`config.mk`:
```
export PLATFORM = sky130hd
export DESIGN_NAME = layer_out_serializer_flat
export DESIGN_NICKNAME = d
export VERILOG_FILES = /design/src/rtl/layer_out_serializer_pkg.sv /design/src/rtl/layer_out_serializer_if.sv /design/src/rtl/layer_out_serializer_capture.sv /design/src/rtl/layer_out_serializer.sv /design/src/flat_wrapper.sv
export SDC_FILE = /design/constraint.sdc
export NUM_CORES = 1
export LEC_CHECK = 0
export ABC_CLOCK_PERIOD_IN_PS = 19710
export BUFFER_PORTS_ARGS = -buffer_cell sky130_fd_sc_hd__buf_4
export CAP_MARGIN = 20
export CORE_ASPECT_RATIO = 0.75
export CORE_MARGIN = 1.5
export CORE_UTILIZATION = 61
export DETAILED_ROUTE_END_ITERATION = 8
export GPL_ROUTABILITY_DRIVEN = 0
export PLACE_DENSITY_LB_ADDON = 0.25
export SYNTH_ARGS = -nofsm -noshare
export SYNTH_HDL_FRONTEND = slang
export SYNTH_SLANG_ARGS = --single-unit
```
`constraint.sdc`:
```
create_clock -name clk -period 19.71 [get_ports clk]
set_clock_uncertainty 0.1 [all_clocks]
set_input_delay 1.971 -clock clk [delete_from_list [all_inputs] [get_ports clk]]
set_output_delay 1.971 -clock clk [all_outputs]
set_load 0.02 [all_outputs]
```
`src/rtl/layer_out_serializer_pkg.sv`:
```
// Shared types for the layer-to-layer serializer: FSM state encoding and
// the default activation word.
package fnn_ser_pkg;

    localparam int NUM_NEURONS = 30;
    localparam int DATA_WIDTH  = 16;

    typedef enum logic {
        IDLE  = 1'b0,
        SHIFT = 1'b1
    } ser_state_t;

    typedef logic [DATA_WIDTH-1:0] act_word_t;

endpackage

```
`src/rtl/layer_out_serializer_if.sv`:
```
// Bus between the producing layer, the serializer and the consuming layer.
// The serializer takes the slave view; whoever drives the neuron outputs
// and listens to the serial burst takes the master view.
interface layer_out_serializer_if #(
    parameter int numNeurons = 30,
    parameter int dataWidth  = 16
);

    logic [numNeurons*dataWidth-1:0] neuron_out;
    logic [numNeurons-1:0]           neuron_outvalid;
    logic [dataWidth-1:0]            out_data;
    logic                            out_valid;
    logic                            busy;
    logic                            overrun;

    modport master (
        output neuron_out,
        output neuron_outvalid,
        input  out_data,
        input  out_valid,
        input  busy,
        input  overrun
    );

    modport slave (
        input  neuron_out,
        input  neuron_outvalid,
        output out_data,
        output out_valid,
        output busy,
        output overrun
    );

endinterface

```
`src/rtl/layer_out_serializer_capture.sv`:
```
// Capture bank: one word and one mask bit per neuron. A neuron is accepted
// once per set; a repeat before the bank is handed over is dropped and
// flagged. A clear edge frees every slot and lets that edge's valids refill
// the bank without counting as repeats.
module ser_capture_bank #(
    parameter int numNeurons = 30,
    parameter int dataWidth  = 16
) (
    input  logic                            clk,
    input  logic                            rst,
    input  logic [numNeurons*dataWidth-1:0] din,
    input  logic [numNeurons-1:0]           din_valid,
    input  logic                            clear,
    output logic [numNeurons*dataWidth-1:0] data_q,
    output logic                            full,
    output logic                            overrun
);

    logic [numNeurons-1:0] mask_q;
    logic [numNeurons-1:0] mask_d;
    logic [numNeurons-1:0] accept;
    logic [numNeurons-1:0] repeat_hit;

    // Decide which valids land, which are repeats, and the next mask.
    always_comb begin
        accept     = din_valid & (~mask_q | {numNeurons{clear}});
        repeat_hit = din_valid & mask_q & {numNeurons{~clear}};
        mask_d     = clear ? din_valid : (mask_q | din_valid);
    end

    assign full = &mask_q;

    // Mask and sticky overrun flag; only reset clears overrun.
    always_ff @(posedge clk or posedge rst) begin
        if (rst) begin
            mask_q  <= '0;
            overrun <= 1'b0;
        end else begin
            mask_q <= mask_d;
            if (|repeat_hit) begin
                overrun <= 1'b1;
            end
        end
    end

    // Word storage; contents are meaningless until the mask bit is set.
    always_ff @(posedge clk) begin
        for (int i = 0; i < numNeurons; i++) begin
            if (accept[i]) begin
                data_q[i*dataWidth +: dataWidth] <= din[i*dataWidth +: dataWidth];
            end
        end
    end

endmodule

```
`src/rtl/layer_out_serializer.sv`:
```
// Collects one full layer of neuron outputs and replays them as a single
// contiguous serial burst, word 0 first. The capture bank keeps filling
// while a burst shifts out; a new burst only starts from IDLE so bursts are
// always separated by at least one out_valid=0 cycle.
//
//   state | meaning
//   IDLE  | no burst in flight; waiting for the capture bank to fill
//   SHIFT | burst in flight; one word presented per cycle
module layer_out_serializer
    import fnn_ser_pkg::*;
#(
    parameter int numNeurons = 30,
    parameter int dataWidth  = 16,
    parameter int idxWidth   = $clog2(numNeurons + 1)
) (
    input  logic                   clk,
    input  logic                   rst,
    layer_out_serializer_if.slave  bus
);

    localparam logic [idxWidth-1:0] LAST_CNT = idxWidth'(numNeurons);

    ser_state_t                      state_q;
    ser_state_t                      state_d;
    logic [idxWidth-1:0]             counter_q;
    logic [idxWidth-1:0]             counter_d;
    logic [numNeurons*dataWidth-1:0] shift_q;
    logic [numNeurons*dataWidth-1:0] shift_d;
    logic [numNeurons*dataWidth-1:0] cap_data;
    logic                            cap_full;
    logic                            cap_overrun;
    logic                            transfer;
    logic                            last_word;
    logic [dataWidth-1:0]            out_data_q;
    logic [dataWidth-1:0]            out_data_d;
    logic                            out_valid_q;
    logic                            out_valid_d;
    logic                            busy_q;
    logic                            busy_d;

    ser_capture_bank #(
        .numNeurons (numNeurons),
        .dataWidth  (dataWidth)
    ) u_capture (
        .clk       (clk),
        .rst       (rst),
        .din       (bus.neuron_out),
        .din_valid (bus.neuron_outvalid),
        .clear     (transfer),
        .data_q    (cap_data),
        .full      (cap_full),
        .overrun   (cap_overrun)
    );

    // The counter holds how many words have been presented so far.
    assign last_word = (counter_q == LAST_CNT);

    // State register.
    always_ff @(posedge clk or posedge rst) begin
        if (rst) begin
            state_q <= IDLE;
        end else begin
            state_q <= state_d;
        end
    end

    // Next state: start on a full bank from IDLE, leave SHIFT after the last word.
    always_comb begin
        state_d = state_q;
        case (state_q)
            IDLE:    if (cap_full)  state_d = SHIFT;
            SHIFT:   if (last_word) state_d = IDLE;
            default: state_d = IDLE;
        endcase
    end

    // Next outputs: word 0 comes straight from the capture bank on transfer,
    // the remaining words are shifted down out of the shift bank.
    always_comb begin
        transfer    = 1'b0;
        out_data_d  = '0;
        out_valid_d = 1'b0;
        busy_d      = 1'b0;
        counter_d   = '0;
        shift_d     = shift_q;
        case (state_q)
            IDLE: begin
                if (cap_full) begin
                    transfer    = 1'b1;
                    out_data_d  = cap_data[dataWidth-1:0];
                    out_valid_d = 1'b1;
                    busy_d      = 1'b1;
                    counter_d   = idxWidth'(1);
                    shift_d     = cap_data >> dataWidth;
                end
            end
            SHIFT: begin
                if (!last_word) begin
                    out_data_d  = shift_q[dataWidth-1:0];
                    out_valid_d = 1'b1;
                    busy_d      = 1'b1;
                    counter_d   = counter_q + 1'b1;
                    shift_d     = shift_q >> dataWidth;
                end
            end
            default: ;
        endcase
    end

    // Registered outputs and burst counter.
    always_ff @(posedge clk or posedge rst) begin
        if (rst) begin
            out_data_q  <= '0;
            out_valid_q <= 1'b0;
            busy_q      <= 1'b0;
            counter_q   <= '0;
        end else begin
            out_data_q  <= out_data_d;
            out_valid_q <= out_valid_d;
            busy_q      <= busy_d;
            counter_q   <= counter_d;
        end
    end

    // Shift bank; contents only matter while a burst is in flight.
    always_ff @(posedge clk) begin
        shift_q <= shift_d;
    end

    assign bus.out_data  = out_data_q;
    assign bus.out_valid = out_valid_q;
    assign bus.busy      = busy_q;
    assign bus.overrun   = cap_overrun;

endmodule
```
`src/flat_wrapper.sv`:
```
// flat-port wrapper written by rule: the top's interface ports become plain ports
module layer_out_serializer_flat import fnn_ser_pkg::*;
#(
    parameter int numNeurons = 30,
    parameter int dataWidth  = 16,
    parameter int idxWidth   = $clog2(numNeurons + 1)
)
  (clk, rst, bus_neuron_out, bus_neuron_outvalid, bus_out_data, bus_out_valid, bus_busy, bus_overrun);
  layer_out_serializer_if #(.numNeurons(numNeurons), .dataWidth(dataWidth)) bus_i ();
  input  logic clk;
  input  logic rst;
  input wire logic [$bits(bus_i.neuron_out)-1:0] bus_neuron_out;
  input wire logic [$bits(bus_i.neuron_outvalid)-1:0] bus_neuron_outvalid;
  output wire logic [$bits(bus_i.out_data)-1:0] bus_out_data;
  output wire logic [$bits(bus_i.out_valid)-1:0] bus_out_valid;
  output wire logic [$bits(bus_i.busy)-1:0] bus_busy;
  output wire logic [$bits(bus_i.overrun)-1:0] bus_overrun;
  assign bus_i.neuron_out = bus_neuron_out;
  assign bus_i.neuron_outvalid = bus_neuron_outvalid;
  assign bus_out_data = bus_i.out_data;
  assign bus_out_valid = bus_i.out_valid;
  assign bus_busy = bus_i.busy;
  assign bus_overrun = bus_i.overrun;
  layer_out_serializer #(.numNeurons(numNeurons), .dataWidth(dataWidth), .idxWidth(idxWidth)) u_core (.clk(clk), .rst(rst), .bus(bus_i));
endmodule
```
Word-level counts from Yosys, hierarchy flattened
Index checks and enable logic that the tools add are counted.
{ "word_totals": {"ff_bits": 1013, "input_bits": 512, "output_inout_bits": 19, "wordCells": 65} }
{ "op_classes": {"n_addsub": 1, "eq_ne": 3, "mux": 14, "bitwise_logic": 8, "reduce_logical": 3} }
{ "op_table": {"columns": ["operator", "count"], "rows": [
  ["two-way mux 480 bit", 2],
  ["case mux 480 bit (2 select lines)", 1],
  ["bitwise AND 30 bit", 3],
  ["OR 30 bit", 2],
  ["two-way mux 16 bit", 2],
  ["case mux 16 bit (2 select lines)", 1],
  ["two-way mux 30 bit", 1],
  ["NOT 30 bit", 1],
  ["AND reduction 30 bit", 1],
  ["OR reduction 30 bit", 1],
  ["case mux 5 bit (2 select lines)", 1],
  ["adder 5 x 1 -> 5 bit (second input constant)", 1],
  ["equality test 5 bit (second input constant)", 1],
  ["two-way mux 5 bit", 1],
  ["two-way mux 1 bit", 4],
  ["inequality test 2 x 1 -> 1 bit (second input constant)", 1],
  ["inequality test 2 bit (second input constant)", 1],
  ["NOT 1 bit", 2],
  ["case mux 1 bit (2 select lines)", 1],
  ["AND reduction 2 bit", 1]
]} }

Depth between registers and ports, before layout
{ "depth": {"depth_word": 6, "ltp_mapped": 7, "ltp_nobuf": 5} }

By module
Synthesis repeated with hierarchy kept, for this count alone.
{ "hier_totals": {"cells_unflattened": 1677, "hier_area_um2": 36213.5} }
{ "modules_own_cells": {"columns": ["module", "instances", "cells_per_inst", "area_each_um2", "seq_area_each_um2"], "rows": [
  ["layer_out_serializer", 1, 1042, 20297.0, 14483.9],
  ["ser_capture_bank", 1, 635, 15916.5, 15189.6]
]} }

Worst setup path before layout
No wires, ideal clock.
{ "synth_timing": {"path_type": "reg-to-reg", "startpoint": "reg, netlist name u_core.bus.busy", "endpoint": "reg u_core.busy_q (netlist: u_core.bus.busy)", "setup_ns": 1.172, "t_arrival_ns": 11.120, "required_ns": 18.438, "path_slack_ns": 7.318, "path_stages_with_launch": 7, "path_buffers": 2, "synth_period_minus_slack_ns": 12.392, "cell_sequence": "dfrtp_1 buf_2 nand4b_1 nor4_2 nand2_1 buf_2 nand2_1"} }
{ "synth_lines": {"columns": ["item", "line_no", "rtl"], "rows": [
  ["to (signal assigned)", "layer_out_serializer.sv:120", "busy_q <= busy_d;"],
  ["to (decl)", "layer_out_serializer.sv:38", "logic busy_q;"]
]} }

Worst setup path after layout
{ "layout_timing": {"startpoint": "reg u_core.u_capture.mask_q[9]", "endpoint": "reg u_core.shift_q[216] (enable)"} }
{ "layout_between": {"elab_chain_len": 3} }
{ "layout_lines": {"columns": ["item", "line_no", "rtl"], "rows": [
  ["from (decl)", "layer_out_serializer_capture.sv:19", "logic [numNeurons-1:0] mask_q;"],
  ["from (signal assigned)", "layer_out_serializer_capture.sv:39", "mask_q <= mask_d;"],
  ["AND reduction 30 bit", "layer_out_serializer_capture.sv:31", "assign full = &mask_q;"],
  ["inequality test 2 x 1 -> 1 bit (no source line)", null, null],
  ["AND reduction 2 bit (no source line)", null, null],
  ["to (signal assigned)", "layer_out_serializer.sv:127", "shift_q <= shift_d;"],
  ["to (decl)", "layer_out_serializer.sv:27", "logic [numNeurons*dataWidth-1:0] shift_q;"]
]} }
Every way passes these cells.
A chain may end at the register's enable or synchronous reset.

==> summary.md <==
| Metric | Value |
|---|---|
| Outcome | `completed` |
| Power consumption | `roughly 7300 uW` |
| Clk pwr share | `0.238` |
| Synth top area share | `0.786` |
| Die width | `~280 um` |
| Synth Area in XOR/XNOR | `0.000729` |
| WHS Path Cells | `1` |
| Post-Layout Cell Count | `approximately 3100` |
| WS Path Type | `reg -> reg` |
| Main area contributors after synthesis | `edfxtp_1 79%, mux2_2 14%, dfrtp_1 3.7%` |
| Core area | `57900 um^2` |
| Via count | `17606` |
| Syn_area_per_cell | `about 22 um^2` |
| Cell variety after synth | `29` |
| Clock Path Buffers | `3` |
| Min-delay worst type | `reg -> reg` |
| Critical Path Sink Type | `flip-flop` |
| Async S/R FF share, synth | `0.0532` |
| Synth Area in Simple Gates | `0.00704` |
| P_leak | `around 0.016 uW` |
| Worst slew margin | `0.229` |
| Rows | `between 70 and 80` |
| Largest net degree at the start of global routing | `between 150 and 200` |
| Root Buffer | `clkbuf_16` |
| DPL Wire Length | `about 53000 um` |
| FF-to-FF setup slack | `between 10000 and 15000 ps` |
| Via density | `5.66` |
| Mapped Cells | `around 1700` |
| Worst slew pin tran | `about 1100 ps` |
| CTS tree | `yes` |
| Adder-Cell Fraction of Synth Area | `0.000694` |
| Initial Utilization | `0.623` |
| GR Util All Layers | `0.258` |
| Area Growth Syn to Fin | `22.6%` |
| Syn_nets | `roughly 2200` |
| Multiplexer area fraction after synthesis | `0.140` |
| Req. time, crit path | `about 20000 ps` |
| Worst-path fanout max | `75` |
| Chip height | `roughly 210 um` |
| Worst skew pair latency | `620 ps` |
| DR pass1 iterations | `5` |
| Max-Cap Viols | `0` |
| Register-to-Register Path Depth | `6` |
| Sw Ratio | `0.271` |
| Wirelength, routed | `between 70000 and 80000 um` |
| Synth Register Bits | `roughly 1000` |
| Fin crit share | `0.253` |
| Nets@finish | `2756` |
| Max Slew Vio Count | `0` |
| Beginning of the worst register-to-register path | `u_core.u_capture.mask_q[9]$_DFF_PP0_` |
| WL/cell | `about 25 um` |
| Hold-fix buffers at CTS | `0` |
| Placed Cells incl. Taps | `between 2000 and 3000` |
| IO Count | `roughly 530` |
| Synth area leader | `edfxtp_1` |
| Largest family of logic cells by synthesized area | `multiplexers` |
| Post-CTS Setup Bufs | `0` |
| Setup_tns | `0 ps` |
| Clock H-tree levels | `3` |
| Final Setup Violations | `0` |
| DRT antenna net count | `0` |
| CP Launch Type | `flip-flop` |
| Syn. warnings | `0` |
| Synthesized area | `about 36000 um^2` |
| Initial antenna violation count | `30` |
| Commonest non-fill, non-tap cell in the layout | `edfxtp_1` |
| DRC viols | `0` |
| Seq/Total Area, Yosys | `0.823` |
| Hold EP | `u_core.bus.out_data[7]$_DFF_PP0_` |
| Post-CTS Resized | `0` |
| RSZ-0062 raised after global routing | `false` |
| Most frequent cells in the layout | `944 x edfxtp_1, 545 x buf_4, 448 x mux2_2, 93 x clkbuf_16, 52 x dfrtp_1` |
| Peak supply drop | `0.124 mV` |
| CTS Sinks | `~1000` |
| Seq pwr share | `0.516` |
| Global-route wire length before repair | `113000 um` |
| Compound-gate portion of the synthesized area | `0.0199` |
| Grt total ovfl | `0` |
| Reg2Reg Capture Point | `u_core.shift_q[216]$_DFFE_PP_` |
| Reg clk slew, reported paths | `approximately 60 ps` |
| PortBufs | `530` |
| Die area | `60600 um^2` |
| CTS buffer count | `between 80 and 90` |
| Fraction of layout cells with a size suffix above 1 | `0.507` |
| Final Hold Fails | `0` |
| Final hold slack | `roughly 370 ps` |
| Comb pwr share | `0.246` |
| EDFF count, synth | `~940` |
| Switching power | `between 1500 and 2000 uW` |
| Initial DRC Count | `roughly 1800` |
| Startpoint of the worst hold path | `u_core.u_capture.data_q[7]$_DFFE_PP_` |
| Vias in the first global route | `around 18000` |
| Fin crit period | `4990 ps` |
| CP arrival | `5120 ps` |
| Pint | `5330 uW` |
| Fmax | `0.201 GHz` |
| Most common flop cell mapped by yosys | `edfxtp_1` |
| Power Dens Cells | `about 170 nW/um^2` |
-- worst max-delay path by stage --
stage / depth (start not counted) / endpoint / from / slack, ps
finish: 6 / u_core.shift_q[216]$_DFFE_PP_ / u_core.u_capture.mask_q[9]$_DFF_PP0_ / 14720
global placement: 6 / u_core.shift_q[215]$_DFFE_PP_ / u_core.u_capture.mask_q[13]$_DFF_PP0_ / 14890
detailed placement: 6 / u_core.shift_q[200]$_DFFE_PP_ / u_core.u_capture.mask_q[13]$_DFF_PP0_ / 14690
floorplan: 6 / u_core.bus.busy$_DFF_PP0_ / u_core.bus.busy$_DFF_PP0_ / 7320
global route: 6 / u_core.shift_q[170]$_DFFE_PP_ / u_core.u_capture.mask_q[9]$_DFF_PP0_ / 14310
CTS: 6 / u_core.shift_q[216]$_DFFE_PP_ / u_core.u_capture.mask_q[13]$_DFF_PP0_ / 14670
-- Yosys cell counts, types with 4 or more instances --
cell type and instances:
edfxtp_1 944, mux2_2 448, dfrtp_1 53, buf_2 51, a21o_1 30, a21boi_0 18
a22o_1 17, nor2b_1 16, a22oi_1 13, a21boi_1 12, nand4_1 9, clkbuf_1 8
nand3_1 5, nor2_1 4
-- layer usage --
metal | track usage | part of all wire
met1 | 0.341 | 0.39
met3 | 0.0731 | 0.084
met5 | 0 | 0.0026
met4 | 0.0955 | 0.027
met2 | 0.415 | 0.50
-- sequential cells by signal, indices dropped and copies added (netlist names) --
| name | count |
|---|---|
| u_core.bus.busy | 1 |
| u_core.bus.out_data | 16 |
| u_core.counter_q | 5 |
| u_core.shift_q | 464 |
| u_core.u_capture.data_q | 480 |
| u_core.u_capture.mask_q | 30 |
| u_core.u_capture.overrun | 1 |
-- area by class of cell --
type	count	area, um^2
fill	3109	13700
inverter	2	7.51
timing repair buffer	563	4400
antenna	15	37.5
clock inverter	59	551
sequential	997	29700
multi-input combinational	589	6180
tap	780	976
clock buffer	106	2390
-- logic make-up (layout without fill, tap and decap cells) --
kind of cell | after synthesis | count (layout)
flip-flops | 997 | 997
multiplexers | 448 | 448
AND/OR/NAND/NOR | 43 | 43
adder cells (fa/ha/maj) | 2 | 2
AO/OA/AOI/OAI | 93 | 93
other | 0 | 15
buffers and inverters | 65 | 730
XOR/XNOR | 3 | 3
-- critical path, cell delays in order (launching register included) --
cell,delay (ps)
dfrtp_1,430
nand4_1,120
nor4_1,580
nand2_4,600
nand2_4,990
buf_4,810
buf_4,860
-- through the flow --
step | worst slack [ps] | cell area, um^2 | utilization
global route | 14310 | 44200 | 0.763
CTS | 14670 | 43900 | 0.759
detailed placement | 14690 | 41000 | 0.708
floorplan | 7320 | 36100 | -
global placement | 14890 | 40900 | 0.707
finish | 14720 | 44200 | 0.764
-- power by group through the flow --
stage	clock network, uW	registers [uW]	logic, uW
after CTS	1770	3780	1750
after global routing	1850	3830	1920
after global placement	0	3780	1660
after detailed placement	0	3810	1730
after floorplan	0	3910	1220
final	1740	3770	1800
No activity file was read; power rests on OpenSTA's default activity.
